$ cat src/rtl/alu_result_stage.sv
// ALU result stage: registers ALU beats with branch resolution, commits status flags,
// and buffers two beats (main + skid). Optional sticky overflow via ALU_STICKY_OVF_EN.
module alu_result_stage #(
  parameter int W = 32
) (
  input  logic         clk,
  input  logic         reset,
  input  logic         in_valid,
  output logic         in_ready,
  input  logic [W-1:0] in_result,
  input  logic         in_z,
  input  logic         in_n,
  input  logic         in_v,
  input  logic [2:0]   in_brop,
  input  logic         in_setflags,
  input  logic [W-1:0] in_pc4,
  input  logic [W-1:0] in_target,
  input  logic         flush,
  output logic         out_valid,
  input  logic         out_ready,
  output logic [W-1:0] out_result,
  output logic         out_taken,
  output logic [W-1:0] out_next_pc,
  output logic         flag_z,
  output logic         flag_n,
  output logic         flag_v,
  input  logic         ovf_clr,
  output logic         ovf_sticky
);

  typedef struct packed {
    logic [W-1:0] result;
    logic         taken;
    logic [W-1:0] next_pc;
    logic         z;
    logic         n;
    logic         v;
    logic         setflags;
  } entry_t;

  // Valid/ready: a beat moves on any edge where valid & ready are both high;
  // in_ready is purely registered (skid empty), so it never depends on out_ready.
  entry_t main_q, main_d, skid_q, skid_d, in_entry;
  logic   main_valid_q, main_valid_d;
  logic   skid_valid_q, skid_valid_d;
  logic   flag_z_q, flag_z_d, flag_n_q, flag_n_d, flag_v_q, flag_v_d;
  logic   ovf_sticky_q, ovf_sticky_d;
  logic   accept, xfer;

  function automatic logic branch_taken(input logic [2:0] brop, input logic z,
                                        input logic n, input logic v);
    logic t;
    case (brop)
      3'b001:  t = z;
      3'b010:  t = ~z;
      3'b011:  t = n ^ v;
      3'b100:  t = ~(n ^ v);
      3'b110:  t = 1'b1;
      default: t = 1'b0;
    endcase
    return t;
  endfunction

  always_comb begin
    in_entry          = '0;
    in_entry.result   = in_result;
    in_entry.taken    = branch_taken(in_brop, in_z, in_n, in_v);
    in_entry.next_pc  = in_entry.taken ? in_target : in_pc4;
    in_entry.z        = in_z;
    in_entry.n        = in_n;
    in_entry.v        = in_v;
    in_entry.setflags = in_setflags;
  end

  assign in_ready = ~skid_valid_q;
  assign accept   = in_valid & in_ready;
  assign xfer     = main_valid_q & out_ready;

  always_comb begin
    main_d       = main_q;
    skid_d       = skid_q;
    main_valid_d = main_valid_q;
    skid_valid_d = skid_valid_q;
    flag_z_d     = flag_z_q;
    flag_n_d     = flag_n_q;
    flag_v_d     = flag_v_q;
    ovf_sticky_d = 1'b0;

    if (!main_valid_q || xfer) begin
      if (skid_valid_q) begin
        main_d       = skid_q;
        main_valid_d = 1'b1;
        skid_valid_d = 1'b0;
      end else if (accept) begin
        main_d       = in_entry;
        main_valid_d = 1'b1;
      end else begin
        main_valid_d = 1'b0;
      end
    end else if (accept) begin
      skid_d       = in_entry;
      skid_valid_d = 1'b1;
    end

    // Flags commit on transfer even when a flush kills the buffers this cycle.
    if (xfer && main_q.setflags) begin
      flag_z_d = main_q.z;
      flag_n_d = main_q.n;
      flag_v_d = main_q.v;
    end

`ifdef ALU_STICKY_OVF_EN
    ovf_sticky_d = ovf_sticky_q;
    if (xfer && main_q.v) ovf_sticky_d = 1'b1;
    else if (ovf_clr)     ovf_sticky_d = 1'b0;
`endif

    if (flush) begin
      main_valid_d = 1'b0;
      skid_valid_d = 1'b0;
    end
  end

`ifndef ALU_STICKY_OVF_EN
  logic unused_ovf_clr;
  assign unused_ovf_clr = ovf_clr;
`endif

  always_ff @(posedge clk) begin
    if (reset) begin
      main_q       <= '0;
      skid_q       <= '0;
      main_valid_q <= 1'b0;
      skid_valid_q <= 1'b0;
      flag_z_q     <= 1'b0;
      flag_n_q     <= 1'b0;
      flag_v_q     <= 1'b0;
      ovf_sticky_q <= 1'b0;
    end else begin
      main_q       <= main_d;
      skid_q       <= skid_d;
      main_valid_q <= main_valid_d;
      skid_valid_q <= skid_valid_d;
      flag_z_q     <= flag_z_d;
      flag_n_q     <= flag_n_d;
      flag_v_q     <= flag_v_d;
      ovf_sticky_q <= ovf_sticky_d;
    end
  end

  assign out_valid   = main_valid_q;
  assign out_result  = main_q.result;
  assign out_taken   = main_q.taken;
  assign out_next_pc = main_q.next_pc;
  assign flag_z      = flag_z_q;
  assign flag_n      = flag_n_q;
  assign flag_v      = flag_v_q;
  assign ovf_sticky  = ovf_sticky_q;

endmodule
$ cat config.mk
export PLATFORM = sky130hd
export DESIGN_NAME = alu_result_stage
export DESIGN_NICKNAME = d
export VERILOG_FILES = /design/src/rtl/alu_result_stage.sv
export SDC_FILE = /design/constraint.sdc
export NUM_CORES = 1
export LEC_CHECK = 0
export CAP_MARGIN = 20
export CELL_PAD_IN_SITES_DETAIL_PLACEMENT = 1
export CELL_PAD_IN_SITES_GLOBAL_PLACEMENT = 2
export CORE_UTILIZATION = 29
export CTS_BUF_LIST = sky130_fd_sc_hd__clkbuf_8
export DETAILED_ROUTE_END_ITERATION = 6
export PLACE_DENSITY_LB_ADDON = 0.25
export SLEW_MARGIN = 20
export SYNTH_ARGS = -nofsm -noshare
export SYNTH_HDL_FRONTEND = slang
export SYNTH_SLANG_ARGS = --single-unit
$ cat constraint.sdc
create_clock -name clk -period 2.3 [get_ports clk]
set_input_delay 0.69 -clock clk [delete_from_list [all_inputs] [get_ports clk]]
set_output_delay 0.69 -clock clk [all_outputs]
set_load 0.05 [all_outputs]
---- After elaboration in Yosys (flattened, before gate mapping) ----
Cells that the tools add are included.
word-level totals
  bits in registers ....................... 143
  output and inout port bits .............. 71
  word-level logic and storage cells ...... 45
cells by class
  eq/ne operators ......................... 5
  multiplexer cells ....................... 6
  bitwise gates (word level) .............. 7
  reduce and logical (&&, ||, !) cells .... 8
operator list
  operator                                                          number
  69-bit 2-to-1 mux                                                 2
  32-bit 2-to-1 mux                                                 1
  3-bit by 2-bit == test with 1-bit output (second input constant)  2
  3-bit == test (second input constant)                             2
  1-bit one-hot mux with 5 select lines                             1
  1-bit inverter                                                    4
  2-bit AND reduction                                               2
  3-bit by 1-bit == test with 1-bit output (second input constant)  1
  3-bit OR reduction                                                1
  1-bit bitwise AND                                                 2
  1-bit 2-to-1 mux                                                  2
  2-bit nonzero test                                                1
  2-bit OR reduction                                                1
  1-bit logical AND                                                 1
  1-bit logical NOT                                                 1
  1-bit logical OR                                                  1
  1-bit XOR                                                         1

---- Longest topological paths before layout ----
  depth in word-level cells ............... 6
  gate-level depth with buffers ........... 7
  depth with buffers taken out ............ 5

---- Worst setup path after synthesis ----
OpenSTA, ideal clock, no wires.
  path kind ............................... register to output
  from .................................... register skid_valid_q
  to ...................................... output port in_ready
  data arrival time ....................... 1.357 ns
  required time ........................... 1.610 ns
  slack ................................... 0.253 ns
  cell stages (with the launch flop) ...... 4
  buffers on the path ..................... 2
  cell sequence ........................... dfxtp_1 -> inv_2 -> buf_1 -> clkbuf_1
on the way
  longest elaborated chain between the ends .. 1
RTL lines
  what                    RTL line  text
  start, declared         45        logic skid_valid_q, skid_valid_d;
  start signal, assigned  143       skid_valid_q <= skid_valid_d;
  1-bit inverter          75        assign in_ready = ~skid_valid_q;
  end, declared           9         output logic in_ready,
No other way between the ends.

---- Final worst setup path ----
  from .................................... input port in_n
  to ...................................... register skid_q[14] (netlist bit)
on the way
  longest elaborated chain between the ends .. 4
RTL lines
  what                                     RTL line  text
  start, declared                          12        input logic in_n,
  1-bit XOR *                              56, 57
  1-bit inverter                           57        3'b100: t = ~(n ^ v);
  1-bit one-hot mux with 5 select lines *  53        case (brop)
  32-bit 2-to-1 mux *                      68        in_entry.next_pc = in_entry.taken ? in_target : in_pc4;
  end signal, assigned                     141       skid_q <= skid_d;
  end, declared                            43        entry_t main_q, main_d, skid_q, skid_d, in_entry;
Mark *: on every way between the ends. The rest lies on a longest branch, timed or not.
A chain may end at the register's enable or synchronous reset.

==> flow_summary.ini <==
[outcome]
status = complete, no violations

[yosys]
ys_seq_area_share_pct = 41.0
synth-seq-cells = 143
synth_top_family_by_area = simple AND/OR/NAND/NOR gates
synthesis.nets = 1002
synthMuxAreaShare_pct = 5.73
yosysWarnings = 0
synthAdderAreaFrac_pct = 0
netlist_top_cells_area = dfxtp_1 (41%), buf_4 (7.2%), nor2_1 (5.8%)
avgSynthCellArea_um2 = 7.83
syn-instance-count = 893
synthSimpleGateAreaFrac_pct = 26.0
synth_top_cell_by_area = dfxtp_1
synth.distinct_cells = 26
synth_xor_area_share_pct = 0.125
netlist_area_um2 = 6990
synth_compound_area_share_pct = 15.3
synth_top_area_share_pct = 41.0

[critical_path]
end_kind = flop
cp.depth = 7
r2r_cells = 7
r2r-end = out_next_pc[22]
crit_fanout = 63
arrival_ns = 2.54
r2r_slack_ns = 0.64
cp.buffers_inverters = 2
cp_top_family = buffers and inverters
endpoint = skid_q[14]
required_ns = 2.65
slowest_delay_ns = 0.44
r2r_start = skid_valid_q
path_class = primary input to flop
start_kind = primary input
slowest_stage = clkdlybuf4s50_1
path_cells = clkdlybuf4s50_1, xnor2_1, a31o_1, a211oi_4, buf_12, nor3_1, nor4_1
cp-startpoint = in_n

[placed_design]
place.gp.congestion = 0.720
portBuffers = 177
dpl_cell_area_um2 = 8860
dp_hpwl_mm = 14.6

[routing]
drc = 0
vias = 6635
wl_per_cell_um = 16.9
viasPerCell = 5.04
wirelength_mm = 22.3
firstDrtPassIters = 4
drt_first_iter_violations = 259
ant_nets = 0

[final_layout]
drive_above_1_share_pct = 9.52
layout_commonest_cell = dfxtp_1
fin_nets = 1094
area_growth_pct = 32.1
antenna_cells = 0
finalInstanceArea_um2 = 9230
layout_common_cells = dfxtp_1 (142), nor2_1 (106), clkdlybuf4s50_1 (106)

[sta]
slew_headroom_pct = 64.1
finalMaxSlewViolations = 0
final.min_clock_period_ns = 2.20
worst_pin_slew_ns = 0.541
setup_viol = 0
rsz0062_at_grt = no
fin_crit_sh_pct = 95.5
whs_ns = 0.459
finClkSkew_ns = 0.0186
hold_viol_final = 0
max_freq_mhz = 455

[cts]
worstSkewPairLatency_ns = 0.45
cts_root_buffer = clkbuf_8
cts_tree = done
cts_htree_levels = 4
ctsLongestPathBuffers = 2
cts_hold_buf = 0
numCtsBuffers = 17
cts_sinks = 143
clk_pin_slew_ns = 0.08

[power_and_ir_drop]
p_leak_nw = 3.45
p_per_area_nw_per_um2 = 701
vdd_drop_max_mv = 0.324

[die]
floorplan.rows = 56
core-area_um2 = 23500
die_area_um2 = 24700
ioPinCount = 180
start_util_pct = 29.7
die_w_um = 157
die_h_um = 157

[global_routing]
grt_pass1_vias = 6560
gr-total-overflow = 0
grt_max_degree = 65
grt_pass1_wl_mm = 35.6
grt_usage_pct = 18.5
antenna_found_initial = 0

[hold_path]
min_path_type = flop to flop
hold_depth = 2
min_from = skid_q[57]

[flow_run]
cap_violations = 0
## registers in the layout, indices dropped and copies added (netlist names)
name and count:
flag_v 1, out_next_pc 32, skid_q 69, skid_valid_q 1, flag_z 1, flag_n 1, main_q 4, out_taken 1
out_result 32, out_valid 1
## metrics by stage
stage | utilization [%] | setup TNS (ns) | worst slack, ns | total power, mW | cells
floorplan | - | 0 | 0.253 | 3.81 | 893
global placement | 37.6 | -15.52 | -0.309 | 4.32 | 1285
detailed placement | 37.6 | -17.06 | -0.353 | 4.32 | 1285
CTS | 39.2 | 0 | 0.128 | 6.60 | 1317
global route | 39.2 | 0 | 0.00950 | 6.80 | 1317
finish | 39.2 | 0 | 0.104 | 6.47 | 1317
## worst min-delay path by stage
stage	end	slack, ns
final	skid_q[57]	0.46
after global routing	skid_q[57]	0.48
after CTS	skid_q[50]	0.46
after detailed placement	skid_q[53]	0.45
after global placement	skid_q[0]	0.44
after floorplan	skid_q[36]	0.44
## per-layer routing
layer | GRT usage, % | wire length, um
met5 | 0 | 0
met4 | 4.58 | 161
met1 | 23.7 | 10700
met3 | 3.99 | 1030
met2 | 31.2 | 10400
## area by class of cell
cell class                 count  area (um^2)
fill                        2826        14300
multi-input combinational    600         3340
sequential                   143         2860
inverter                       1         5.00
clock buffer                  17          234
tap                          319          399
clock inverter                15          214
timing repair buffer         222         2170
## power breakdown
group	switching, mW	leakage [nW]	internal (mW)
clock	1.17	0.224	1.13
combinational	0.943	2.05	0.522
sequential	0.0766	1.17	2.63
## cell usage after synthesis
library cell  instances
or2_2                 1
a21oi_1              69
xnor2_1               1
nand4_1              64
buf_4                67
nor2_1              108
nor3_1               64
mux2i_1              40
a211oi_2              1
a211o_1               1
o21a_1               32
a211oi_1             39
nand2b_1              1
buf_2                12
buf_1                20
and2_1                1
dfxtp_1             143
conb_1                1
nor2b_1               2
clkbuf_1             50
o21ai_0              32
a31o_1                1
inv_2                 1
nand3_1              34
nand2_1              75
nor4_1               33
## worst register-to-register path, stage by stage, from the launching register on
cell,delay (ns)
dfxtp_2,0.33
buf_4,0.23
or2_2,0.35
buf_12,0.19
a21oi_1,0.16
nor2_1,0.08
nand4_1,0.12
nand3_1,0.09
## cell families after synthesis
kind of cell              after synthesis
AOI/OAI and AO/OA                     175
xor gates and xnor gates                1
buffers and inverters                 150
DFF                                   143
muxes                                  40
other                                   1
and+or+nand+nor                       383
## repair_timing
action                     4_1_cts  5_1_grt
buffers inserted                 0        0
setup endpoints to repair       63        0
resized for setup               63        0
Note: power is estimated with default switching activity, not from simulation.
